**src/rtl/memoria_ctrl.sv**
```systemverilog
// rtl/memoria_ctrl.sv - single-port memory command controller: read, write, fill and illegal-op responses
module memoria_ctrl #(
  parameter int ADDR_W = 4,
  parameter int DATA_W = 4
) (
  input  logic              clock,
  input  logic              reset_n,
  input  logic              req_valid,
  output logic              req_ready,
  input  logic [1:0]        req_op,
  input  logic [ADDR_W-1:0] req_addr,
  input  logic [DATA_W-1:0] req_data,
  input  logic [ADDR_W-1:0] req_len,
  output logic              rsp_valid,
  input  logic              rsp_ready,
  output logic [DATA_W-1:0] rsp_data,
  output logic              rsp_err,
  output logic [ADDR_W-1:0] mem_addr,
  output logic [DATA_W-1:0] mem_in,
  output logic              mem_s,
  input  logic [DATA_W-1:0] mem_out,
  output logic              busy
);

  localparam logic [1:0] OP_READ  = 2'b00;
  localparam logic [1:0] OP_WRITE = 2'b01;
  localparam logic [1:0] OP_FILL  = 2'b10;

  typedef enum logic [2:0] {
    IDLE,
    ACCESS,
    CAPTURE,
    FILL,
    RESP
  } state_t;

  state_t            state, state_d;
  logic [1:0]        op_q;
  logic [ADDR_W-1:0] addr_q;
  logic [DATA_W-1:0] data_q;
  logic [ADDR_W-1:0] cnt_q;
  logic [DATA_W-1:0] rsp_data_q;
  logic              rsp_err_q;

  always_ff @(posedge clock or negedge reset_n) begin
    if (!reset_n) begin
      state <= IDLE;
    end else begin
      state <= state_d;
    end
  end

  always_comb begin
    state_d = state;
    case (state)
      IDLE: begin
        if (req_valid) begin
          case (req_op)
            OP_READ, OP_WRITE: state_d = ACCESS;
            OP_FILL:           state_d = FILL;
            default:           state_d = RESP;
          endcase
        end
      end
      ACCESS:  state_d = (op_q == OP_WRITE) ? RESP : CAPTURE;
      CAPTURE: state_d = RESP;
      FILL:    if (cnt_q == '0) state_d = RESP;
      RESP:    if (rsp_ready) state_d = IDLE;
      default: state_d = IDLE;
    endcase
  end

  // cnt_q counts remaining fill writes after the current one; addr_q doubles as the fill pointer
  always_ff @(posedge clock or negedge reset_n) begin
    if (!reset_n) begin
      op_q       <= '0;
      addr_q     <= '0;
      data_q     <= '0;
      cnt_q      <= '0;
      rsp_data_q <= '0;
      rsp_err_q  <= 1'b0;
    end else begin
      case (state)
        IDLE: begin
          if (req_valid) begin
            op_q       <= req_op;
            addr_q     <= req_addr;
            data_q     <= req_data;
            cnt_q      <= req_len;
            rsp_data_q <= '0;
            rsp_err_q  <= (req_op == 2'b11);
          end
        end
        ACCESS: begin
          if (op_q == OP_WRITE) rsp_data_q <= data_q;
        end
        CAPTURE: rsp_data_q <= mem_out;
        FILL: begin
          if (cnt_q == '0) begin
            rsp_data_q <= data_q;
          end else begin
            cnt_q  <= cnt_q - 1'b1;
            addr_q <= addr_q + 1'b1;
          end
        end
        default: ;
      endcase
    end
  end

  assign req_ready = (state == IDLE);
  assign busy      = (state != IDLE);
  assign rsp_valid = (state == RESP);
  assign rsp_data  = rsp_data_q;
  assign rsp_err   = rsp_err_q;
  assign mem_addr  = addr_q;
  assign mem_in    = data_q;
  assign mem_s     = (state == FILL) || ((state == ACCESS) && (op_q == OP_WRITE));

endmodule
```
**config.mk**
```make
export PLATFORM = sky130hd
export DESIGN_NAME = memoria_ctrl
export DESIGN_NICKNAME = d
export VERILOG_FILES = /design/src/rtl/memoria_ctrl.sv
export SDC_FILE = /design/constraint.sdc
export NUM_CORES = 1
export LEC_CHECK = 0
export CAP_MARGIN = 5
export CORE_MARGIN = 2
export CORE_UTILIZATION = 30
export CTS_CLUSTER_SIZE = 25
export DETAILED_ROUTE_END_ITERATION = 8
export DONT_BUFFER_PORTS = 1
export GPL_TIMING_DRIVEN = 0
export SYNTH_ARGS = -nofsm -noshare
export SYNTH_HDL_FRONTEND = slang
export SYNTH_SLANG_ARGS = --single-unit
```
**constraint.sdc**
```tcl
create_clock -name clock -period 4.6 [get_ports clock]
set_clock_uncertainty 0.1 [all_clocks]
set_input_delay 0 -clock clock [delete_from_list [all_inputs] [get_ports clock]]
set_output_delay 0 -clock clock [all_outputs]
set_load 0.005 [all_outputs]
```
Yosys cells after proc, flatten, opt, wreduce, memory -nomap -nowiden
Index checks and enable logic that the tools add are counted.
{ "op_classes": {"n_addsub": 2, "eq_ne": 13, "n_mux": 16, "reduce_logical": 13} }
{ "ops": {"columns": ["op", "count"], "rows": [
  ["$mux W4", 7],
  ["$pmux W4 S2", 2],
  ["$pmux W4 S4", 1],
  ["$pmux W3 S5", 1],
  ["$mux W3", 4],
  ["$ne A2 B2 Y1 const B", 4],
  ["$eq A3 B2 Y1 const B", 2],
  ["$pmux W3 S2", 1],
  ["$reduce_and A3 Y1", 2],
  ["$add A4 B1 Y4 const B", 1],
  ["$eq A2 B1 Y1 const B", 2],
  ["$eq A2 B2 Y1 const B", 2],
  ["$logic_not A4 Y1", 1],
  ["$reduce_and A4 Y1", 1],
  ["$reduce_bool A4 Y1", 1],
  ["$sub A4 B1 Y4 const B", 1],
  ["$eq A3 B1 Y1 const B", 1],
  ["$eq A3 B3 Y1 const B", 1],
  ["$logic_not A3 Y1", 1],
  ["$reduce_bool A3 Y1", 1],
  ["$logic_not A2 Y1", 1],
  ["$ne A2 B1 Y1 const B", 1],
  ["$reduce_and A2 Y1", 1],
  ["$reduce_bool A2 Y1", 1],
  ["other kinds (3)", 3]
]} }
{ "word_totals": {"register_bits": 22, "output_inout_bits": 17, "word_cells": 51} }

Longest topological paths before layout
Gate-level depths: netlist of the first run.
{ "logic_depth": {"word_depth": 5, "mapped_depth": 7, "mapped_depth_nobuf": 6} }

Worst setup path before layout of the first run
No wires, ideal clock.
{ "synth_path": {"kind": "flip-flop to flip-flop", "start": "register cnt_q[0]", "end": "register rsp_data_q[0] (netlist: rsp_data[0])", "setup_ns": 0.125, "arrival_ns": 1.500, "required_ns": 4.375, "path_slack_ns": 2.875, "stages_incl_launch_ff": 7, "path_buffers": 0, "path_cell_list": "dfrtp_1 -> inv_1 -> ha_1 -> or3b_4 -> nand2_1 -> nand3_2 -> mux2_2"} }
{ "synth_between": {"elab_chain_cells": 3} }
{ "synth_lines": {"columns": ["item", "line", "text"], "rows": [
  ["start, declared", "41", "logic [ADDR_W-1:0] cnt_q;"],
  ["start signal, assigned", "89", "cnt_q <= req_len;"],
  ["start signal, assigned", "102", "cnt_q <= cnt_q - 1'b1;"],
  ["$logic_not A4 Y1", "99", "if (cnt_q == '0) begin"],
  ["$ne A2 B2 Y1 (no line)", null, null],
  ["$reduce_and A4 Y1 (no line)", null, null],
  ["end signal, assigned", "95", "if (op_q == OP_WRITE) rsp_data_q <= data_q;"],
  ["end signal, assigned", "97", "CAPTURE: rsp_data_q <= mem_out;"],
  ["end signal, assigned", "100", "rsp_data_q <= data_q;"],
  ["end, declared", "42", "logic [DATA_W-1:0] rsp_data_q;"]
]} }
Every way passes these cells.
A chain may end at the register's enable or synchronous reset.

Worst setup path in the final report of the first run
{ "layout_path": {"start": "register cnt_q[0]", "end": "register rsp_data_q[1] (netlist: rsp_data[1])"} }
Same word-level chain as after synthesis.

==> impl_metrics.tcl, run 1 <==
set metrics [dict create \
    synthAdderAreaFrac_pct 2.03 \
    power_uw 959 \
    cts_tree "built" \
    dr.pass1.iters 4 \
    cts.htree.levels 1 \
    dieArea_um2 4640 \
    drv_slew 0 \
    synth_compound_area_share_pct 19.1 \
    cp-start-kind "flop" \
    setup_tns_ns 0 \
    numCtsBuffers 3 \
    path_max_fanout 4 \
    pwr-share-seq_pct 39.8 \
    placedCellCount 169 \
    clk_pin_slew_ns 0.09 \
    drc 0 \
    fp-row-count 23 \
    peakVddDrop_v 0.000134 \
    clkPwrFrac_pct 15.0 \
    synth_top_family_by_area "compound AO/OA/AOI/OAI gates" \
    gp_congestion 0.733 \
    hpwlAfterDp_um 2170 \
    routed_via_density 5.19 \
    initial_core_util_pct 31.1 \
    setup_viol 0 \
    p_comb_share_pct 45.2 \
    crit_path_end_kind "flop" \
    wire_per_inst_um 14.9 \
    tightestPinTransition_ns 1.03 \
    die_x_um 68.1 \
    p_per_area_nw_per_um2 622 \
    clockBufferDepth 2 \
    synth_enable_flop_cells 0 \
    gr-total-overflow 0 \
    sw_frac_of_total_pct 38.4 \
    critical_path_class "flop to flop" \
    synth_nets 143 \
    grt_pass1_vias 1009 \
    io_buffers 0 \
    max_freq_ghz 0.528 \
    antenna_found_initial 0 \
    antenna_cells 0 \
    hold_class "input pin to flop" \
    p_int_uw 591 \
    fillCellCount 400 \
    grt_max_degree 23 \
    avgSynthCellArea_um2 10.4 \
    synth_mux_area_share_pct 11.8 \
    syn_inst 119 \
    period_needed_ns 1.89 \
    track_usage_pct 13.4 \
    synthFlopType "dfrtp_1" \
    fin_nets 167 \
    yosysSeqAreaShare_pct 44.6 \
    root_buffer "clkbuf_8" \
    period_share_pct 41.1 \
    synthArstFlopShare_pct 100 \
    switchingPower_uw 368 \
    synth_cell_types 36 \
    critical_path_arrival_ns 1.95 \
    relSlewSlack_pct 31.4 \
    grt_setup_unrepaired "no" \
    core-area_um2 3970 \
    synth_area_um2 1230 \
    cap_violations 0 \
    leakage_nw 0.680 \
    syn2layout_area_growth_pct 24.9 \
    wl_um 2860 \
    vias 996 \
    drive_above_1_share_pct 21.1 \
    synthXorXnorAreaFrac_pct 0 \
    crit_required_ns 4.65 \
    stdcell_count 192 \
    synth_simple_gate_area_share_pct 17.2 \
    io_pins 39 \
    synth_seq_cells 22 \
    drtAntennaViolNets 0 \
    drt_iter0_drc 14 \
    grt_pass1_wl_um 4640 \
    status "finished, final reports clean" \
    cts_resized 0 \
    chipHeight_um 68.1 \
    cts.sinks 22 \
    yosysWarnings 0 \
    clk_latency_ns 0.27 \
    hold_viol_final 0 \
]
-- layout by cell type, fill, tap and decap left out, types with 2 or more instances in the layout --
master / count
ha_1: 2
a211oi_2: 2
clkbuf_8: 4
nand3_1: 4
o211ai_1: 2
nor3_1: 2
o21ai_0: 6
nand2b_1: 3
nor2_1: 8
inv_1: 5
a22oi_1: 2
a21oi_1: 13
nor2b_1: 2
nand2_1: 10
mux2_4: 6
dfrtp_1: 22
buf_2: 4
dlygate4sd3_1: 19
nand3b_1: 3
mux2_2: 4
buf_6: 2
-- state kept, by name, summed over array words and instances (netlist names) --
| register | count |
|---|---|
| state | 3 |
| cnt_q | 4 |
| rsp_err | 1 |
| mem_addr | 4 |
| rsp_data | 4 |
| op_q | 2 |
| mem_in | 4 |
-- power groups by stage --
stage,clock [mW],combinational (mW),sequential (mW)
after floorplan,0,0.357,0.356
after global placement,0,0.400,0.378
after detailed placement,0,0.418,0.387
after CTS,0.143,0.437,0.383
after global routing,0.153,0.481,0.395
final,0.144,0.434,0.382
-- cells in the mapped netlist (all sizes together) (2+ instances only) --
cell type / instances / share of area [%]
dfrtp: 22 / 45
a21oi: 13 / 5.3
mux2: 10 / 11
nand2: 10 / 3.0
nor2: 8 / 2.4
buf: 6 / 3.4
inv: 6 / 1.8
o21ai: 6 / 2.4
nand3: 5 / 2.4
a211oi: 3 / 2.6
nand2b: 3 / 1.5
nand3b: 3 / 1.8
a21boi: 2 / 2.1
a22oi: 2 / 1.2
ha: 2 / 2.0
nor2b: 2 / 1.0
nor3: 2 / 0.81
o211ai: 2 / 1.2
or3: 2 / 1.4
-- final timing paths --
| path | startpoint | endpoint | slack (ns) | depth (start not counted) |
|---|---|---|---|---|
| setup / recovery | cnt_q[0] | rsp_data[1] | 2.71 | 6 |
| hold / removal | mem_out[3] | rsp_data[3] | 0.01 | 3 |
| setup reg to reg | cnt_q[0] | rsp_data[1] | 2.71 | 6 |
| hold reg to reg | op_q[1] | op_q[1] | 0.41 | 1 |
| max in group asynchronous | reset_n | rsp_data[1] | 3.52 | 1 |
| min in group asynchronous | reset_n | cnt_q[1] | 0.25 | 1 |
-- kinds of logic after synthesis --
group	count (synthesis)
buf+inv	12
compound gates	34
mux	11
fa+ha+maj	2
simple gates	38
flops	22
-- stage by stage --
step           area [µm²]  util (%)  hold WS, ns  worst slack (ns)
2_1_floorplan        1230         -       -0.396              2.88
3_3_place_gp         1300      32.6       -0.395              2.77
3_5_place_dp         1300      32.6       -0.395              2.73
4_1_cts              1540      38.8      0.00773              2.71
5_1_grt              1540      38.8       0.0495              2.62
6_report             1540      38.8       0.0137              2.71
-- worst max-delay path, stage by stage (launching register included) --
cell and delay (ns):
dfrtp_1 0.39, inv_1 0.09, ha_1 0.20, or3b_4 0.43, nand2_1 0.14, nand3_2 0.13
mux2_2 0.29
-- layer usage --
metal	wire length [µm]	share of wire [%]	vias to the layer above	GRT usage, %
li1	-	-	472	-
met1	1240	43	500	16.7
met5	0	0	-	0
met3	88	3.1	5	1.97
met4	61	2.1	0	7.00
met2	1470	51	19	22.3
-- timing repair --
action / CTS / global route
hold endpoints to repair: 42 / 0
hold buffers: 19 / 0
buffers inserted: 0 / 0
setup endpoints to repair: 0 / 0
-- final cells by class --
| cell class | count | area [µm²] | share of cell area [%] |
|---|---|---|---|
| multi-input cells | 85 | 618 | 40.1 |
| inverters | 6 | 22.5 | 1.46 |
| repair buffers | 19 | 190 | 12.3 |
| well taps | 50 | 62.6 | 4.06 |
| clock buffers | 4 | 55.1 | 3.57 |
| flip-flops and latches | 22 | 551 | 35.7 |
| plain buffers | 6 | 42.5 | 2.76 |
(Power assumes the default switching activity.)
==> inputs of run 2 (changes only) <==
Clock period 4.6 ns to 1.6 ns, I/O delays scaled along.
==> run 2 against run 1 <==
  * The flow now finishes with violations (negative setup slack)
  * Worst setup slack worse by 2.8 ns
  * Combinational power rose to 4.0 times the previous value
  * Count of clock-buffer cells in the layout down 1
  * Clock power rose to 3.6 times the previous value
  * Final cell count up 5.7%
  * Design area up 15%
  * Sequential cell count unchanged
  * Global-route usage up 1.9 points
  * Critical path depth unchanged
  * Critical path type unchanged
  * Largest power group unchanged
==> impl_metrics.tcl, run 2 (synthesis results as in run 1) <==
set metrics [dict create \
    io_pins 39 \
    hpwlAfterDp_um 2140 \
    switchingPower_mw 1.27 \
    clk_pin_slew_ns 0.08 \
    cts.htree.levels 1 \
    cts.sinks 22 \
    antenna_cells 0 \
    crit_slowest_cell "or3b_4" \
    numCtsBuffers 3 \
    power_mw 3.36 \
    chipHeight_um 68.1 \
    grt_max_degree 23 \
    clkPwrFrac_pct 15.6 \
    p_comb_share_pct 51.4 \
    peakVddDrop_v 0.000512 \
    worstPathCellList "inv_2, ha_4, or3b_4, nand2_4, nand3_4, mux2_4" \
    drc 0 \
    die_x_um 68.1 \
    relSlewSlack_pct 31.5 \
    dr.pass1.iters 4 \
    initial_core_util_pct 31.1 \
    sw_frac_of_total_pct 37.6 \
    rr_endpoint "rsp_data[0]" \
    crit-reg2reg-launch "cnt_q[1]" \
    critPathTopFamily "simple AND/OR/NAND/NOR gates" \
    crit_end "rsp_data[0]" \
    critical_path_class "flop to flop" \
    critPathLaunch "cnt_q[1]" \
    cap_violations 0 \
    crit_required_ns 1.66 \
    tightestPinTransition_ns 1.02 \
    fillCellCount 368 \
    vias 1064 \
    hold_class "input pin to flop" \
    critical_path_arrival_ns 1.78 \
    core-area_um2 3970 \
    track_usage_pct 15.3 \
    fin_ws_ns -0.120 \
    p_per_area_nw_per_um2 1890 \
    gp_congestion 0.729 \
    cp_num_cells 6 \
    period_share_pct 107 \
    worst_r2r_path_depth 6 \
    root_buffer "clkbuf_8" \
    period_needed_ns 1.72 \
    regToRegSetupSlack_ns -0.12 \
    stdcell_count 203 \
    pwr-share-seq_pct 33.0 \
    crit_buf_inv 1 \
    fp-row-count 23 \
    grt_pass1_wl_um 5300 \
    gr-total-overflow 0 \
    clk_latency_ns 0.27 \
    p_int_mw 2.10 \
    grt_pass1_vias 1062 \
    max_freq_ghz 0.581 \
    drt_iter0_drc 46 \
    drive_above_1_share_pct 35.3 \
    crit_path_end_kind "flop" \
    setup_viol 19 \
    fin_nets 178 \
    cts_tree "built" \
    layout_commonest_cell "dfrtp_1" \
    antenna_found_initial 0 \
    dieArea_um2 4640 \
    drtAntennaViolNets 0 \
    hold_viol_final 0 \
    drv_slew 0 \
    max_stage_delay_ns 0.42 \
    whs_ns 0.0112 \
    wl_um 3410 \
    io_buffers 0 \
    clockBufferDepth 2 \
    wire_per_inst_um 16.8 \
    syn2layout_area_growth_pct 44.1 \
    leakage_nw 0.776 \
    cp-start-kind "flop" \
    failed_checks "negative setup slack" \
    placedCellCount 169 \
    status "finished, violations left" \
    path_max_fanout 4 \
    grt_setup_unrepaired "yes" \
    layout_common_cells "dfrtp_1, dlygate4sd3_1, a21oi_1, nand2_1" \
    routed_via_density 5.24 \
]
run 2: area by class of cell:
type | instances | area, µm² | area share, %
Timing Repair Buffer | 30 | 308 | 17.3
Clock buffer | 3 | 41.3 | 2.32
Sequential cell | 22 | 552 | 31.0
Inverter | 6 | 22.5 | 1.27
Clock inverter | 1 | 30.0 | 1.69
Buffer | 6 | 60.1 | 3.38
Multi-Input combinational cell | 85 | 702 | 39.5
Tap cell | 50 | 62.6 | 3.52
run 2: per-layer routing:
metal / wire length (µm) / track usage, %
met1: 1320 / 18.6
met5: 0 / 0
met2: 1910 / 26.3
met4: 72 / 6.75
met3: 115 / 2.63
run 2: tightest hold or removal path: cells and delay by family:
family | cells | cell delay (ns)
AO/OA/AOI/OAI | 2 | 0.24
AND/OR/NAND/NOR | 1 | 0.11
run 2: through the flow:
stage                     cell area [µm²]  utilization, %  setup TNS (ns)  worst slack, ns
after global routing                 1780            44.8           -2.60           -0.171
after CTS                            1720            43.4           -1.41           -0.118
final                                1780            44.8           -1.72           -0.120
after detailed placement             1330            33.5           -1.70           -0.183
after global placement               1330            33.5           -1.20           -0.132
after floorplan                      1270               -          -0.271          -0.0571
run 2: worst min path at each step:
stage / from / endpoint / slack (ns) / depth (start not counted)
4_1_cts: mem_out[2] / rsp_data[2] / 0.009 / 3
5_1_grt: mem_out[3] / rsp_data[3] / 0.02 / 3
3_3_place_gp: reset_n / rsp_data[1] / -0.40 / 0
6_report: req_op[1] / state[1] / 0.01 / 3
2_1_floorplan: reset_n / cnt_q[0] / -0.40 / 0
3_5_place_dp: reset_n / rsp_data[1] / -0.40 / 0
run 2: repair_timing:
item,CTS,global route
hold endpoints to repair,42,0
resized for setup,11,16
setup endpoints to repair,18,22
setup buffers,9,1
cloned,1,0
pin swaps,7,5
hold buffers,19,0
run 2: power by group through the flow:
stage	Sequential (mW)	Clock, mW	Combinational [mW]
2_1_floorplan	1.03	0	1.10
3_3_place_gp	1.09	0	1.24
3_5_place_dp	1.11	0	1.31
4_1_cts	1.10	0.528	1.61
5_1_grt	1.15	0.551	1.86
6_report	1.11	0.524	1.73
==> inputs of run 3 (changes only) <==
Settings changed: ABC_AREA set to 1, BUFFER_PORTS_ARGS set to -buffer_cell sky130_fd_sc_hd__buf_2, DONT_BUFFER_PORTS 1 to not set.
==> run 3 against run 2 <==
  * Largest power group unchanged
  * Sequential power down 6%
  * Critical path depth increased by 2
  * Count of clock-buffer cells in the layout unchanged
  * Register-to-register slack improved by 0.25 ns
  * The flow now finishes without violations
==> impl_metrics.tcl, run 3 <==
set metrics [dict create \
    status "finished, final reports clean" \
    max_freq_ghz 0.683 \
    top_layer "met4" \
    synthFlopType "dfrtp_1" \
    layout_common_cells "nand2_1, buf_2, dfrtp_1, nand3_1, dlygate4sd3_1" \
    synthArstFlopShare_pct 100 \
    place_ws_ns 0.134 \
    track_usage_pct 13.6 \
    setup_viol 0 \
    crit_required_ns 1.70 \
    yosysSeqAreaShare_pct 44.6 \
    p_per_area_nw_per_um2 1660 \
    fp-row-count 23 \
    synth_cell_types 21 \
    drc 0 \
    drt_iter0_drc 46 \
    antenna_cells 0 \
    critical_path_class "flop to flop" \
    synth_seq_cells 22 \
    cts_tree "built" \
    max_stage_delay_ns 0.40 \
    cap_violations 0 \
    final_core_util_pct 43.7 \
    synth_compound_area_share_pct 6.59 \
    grt_pass1_vias 1070 \
    critPathLaunch "cnt_q[0]" \
    grt_setup_unrepaired "no" \
    post_cts_buffers 0 \
    chipHeight_um 68.1 \
    antenna_found_initial 0 \
    setup_tns_ns 0 \
    whs_ns 0.0138 \
    dpl_cell_area_um2 1490 \
    grt_pass1_wl_um 4800 \
    synthXorXnorAreaFrac_pct 0 \
    wl_met2_um 1340 \
    numCtsBuffers 3 \
    drive_above_1_share_pct 25.9 \
    synth_top_area_share_pct 44.6 \
    crit_slowest_cell "dfrtp_1" \
    root_buffer "clkbuf_8" \
    dieArea_um2 4640 \
    synth_commonest_cells "nand2_1, dfrtp_1, nand3_1" \
    die_x_um 68.1 \
    gp_congestion 0.825 \
    wl_um 2910 \
    period_share_pct 91.6 \
    yosysTopAreaCell "dfrtp_1" \
    synth_nets 193 \
    initial_core_util_pct 31.1 \
    wl_met1_um 1450 \
    path_common_cell "nand2_1" \
    wire_per_inst_um 10.5 \
    worstPathCellList "inv_1, ha_2, nand3_1, nand2_4, nand2_2, nor2_1, nand2_1, nand2_1" \
    core-area_um2 3970 \
    stdcell_count 278 \
    drtAntennaViolNets 0 \
    critical_path_arrival_ns 1.56 \
    avgSynthCellArea_um2 7.30 \
    sw_frac_of_total_pct 41.5 \
    clk_latency_ns 0.26 \
    p_int_mw 1.68 \
    cts.sinks 22 \
    synth_mux_area_share_pct 0 \
    leakage_nw 0.960 \
    period_needed_ns 1.46 \
    power_mw 2.88 \
    synth_simple_gate_area_share_pct 41.1 \
    peakVddDrop_v 0.000518 \
    fin_ws_ns 0.135 \
    p_comb_share_pct 45.7 \
    yosysWarnings 0 \
    clkPwrFrac_pct 18.2 \
    hpwlAfterDp_um 2130 \
    routed_via_density 4.35 \
    hold_viol_final 0 \
    cp-start-kind "flop" \
    clk_pin_slew_ns 0.09 \
    io_buffers 38 \
    syn_inst 169 \
    synth_area_um2 1230 \
    crit-reg2reg-launch "cnt_q[0]" \
    path_max_fanout 5 \
    worstHoldStart "mem_out[2]" \
    dr.pass1.iters 4 \
    io_pins 39 \
    hold_class "input pin to flop" \
    drv_slew 0 \
    clockBufferDepth 2 \
    synth.most_common_cell "nand2_1" \
    synth_top_family_by_area "simple AND/OR/NAND/NOR gates" \
    ys_top_cells_by_area "dfrtp_1, nand2_1, nand3_1" \
    wl_met3_um 82 \
    layout_commonest_cell "nand2_1" \
    cts.htree.levels 1 \
    final_cell_area_um2 1730 \
    tightestPinTransition_ns 0.510 \
    placedCellCount 257 \
    grt_max_degree 23 \
    gr-total-overflow 0 \
    relSlewSlack_pct 66.0 \
    crit_path_end_kind "flop" \
    switchingPower_mw 1.19 \
    pwr-share-seq_pct 36.2 \
    syn2layout_area_growth_pct 40.6 \
    fin_nets 253 \
    synthAdderAreaFrac_pct 2.03 \
    vias 1210 \
    synth_enable_flop_cells 0 \
]
## run 3: changes by cell type after synthesis, moves of 4 or more
cell,change
nand3_1,+14
inv_1,+9
mux2_4,-6
buf_2,-4
a21oi_1,-10
nand2_1,+64
mux2_2,-4
## run 3: worst paths after layout
| check | end | slack (ns) | cells past startpoint |
|---|---|---|---|
| max in group asynchronous | state[1] | 0.89 | 2 |
| max | state[1] | 0.14 | 8 |
| min in group asynchronous | rsp_data[0] | 0.13 | 2 |
| min reg2reg | rsp_data[2] | 0.37 | 2 |
| min | rsp_data[2] | 0.01 | 5 |
| max reg2reg | state[1] | 0.14 | 8 |
## run 3: worst max-delay path, delay by kind of cell (launching register included)
| kind | cells | cell delay (ns) |
|---|---|---|
| adder cells (fa/ha/maj) | 1 | 0.20 |
| buffers and inverters | 1 | 0.11 |
| flip-flops | 1 | 0.40 |
| AND/OR/NAND/NOR | 6 | 0.59 |
## run 3: repair_timing
action / CTS / global route
gates resized for setup: 0 / 3
endpoints found under the hold margin: 40 / 0
setup endpoints to repair: 0 / 2
hold buffers: 17 / 0
## run 3: cells by family (layout without fill, tap and decap cells)
kind of cell / count (synthesis) / count (layout)
and+or+nand+nor: 112 / 112
buffers and inverters: 18 / 77
DFF: 22 / 22
adders and majority gates: 2 / 2
AOI/OAI and AO/OA: 15 / 15
## run 3: cell type report
type	instances	area (µm²)
Inverter	18	72.6
Clock inverter	1	30.0
Sequential cell	22	552
Multi-Input combinational cell	129	616
Fill cell	421	2240
Clock buffer	3	41.3
Tap cell	50	62.6
Timing Repair Buffer	55	360
## run 3: power groups by stage
| stage | combinational [mW] | sequential, mW | clock [mW] |
|---|---|---|---|
| floorplan | 0.849 | 1.03 | 0 |
| global placement | 1.26 | 1.05 | 0 |
| finish | 1.31 | 1.04 | 0.522 |
| detailed placement | 1.29 | 1.05 | 0 |
| global route | 1.54 | 1.08 | 0.559 |
| CTS | 1.32 | 1.04 | 0.541 |
## run 3: metal layers
layer  GRT usage, %  vias up
met2           21.2       18
met3          0.987        2
met1           19.7      542
met5              0        -
li1               -      648
met4           4.50        0
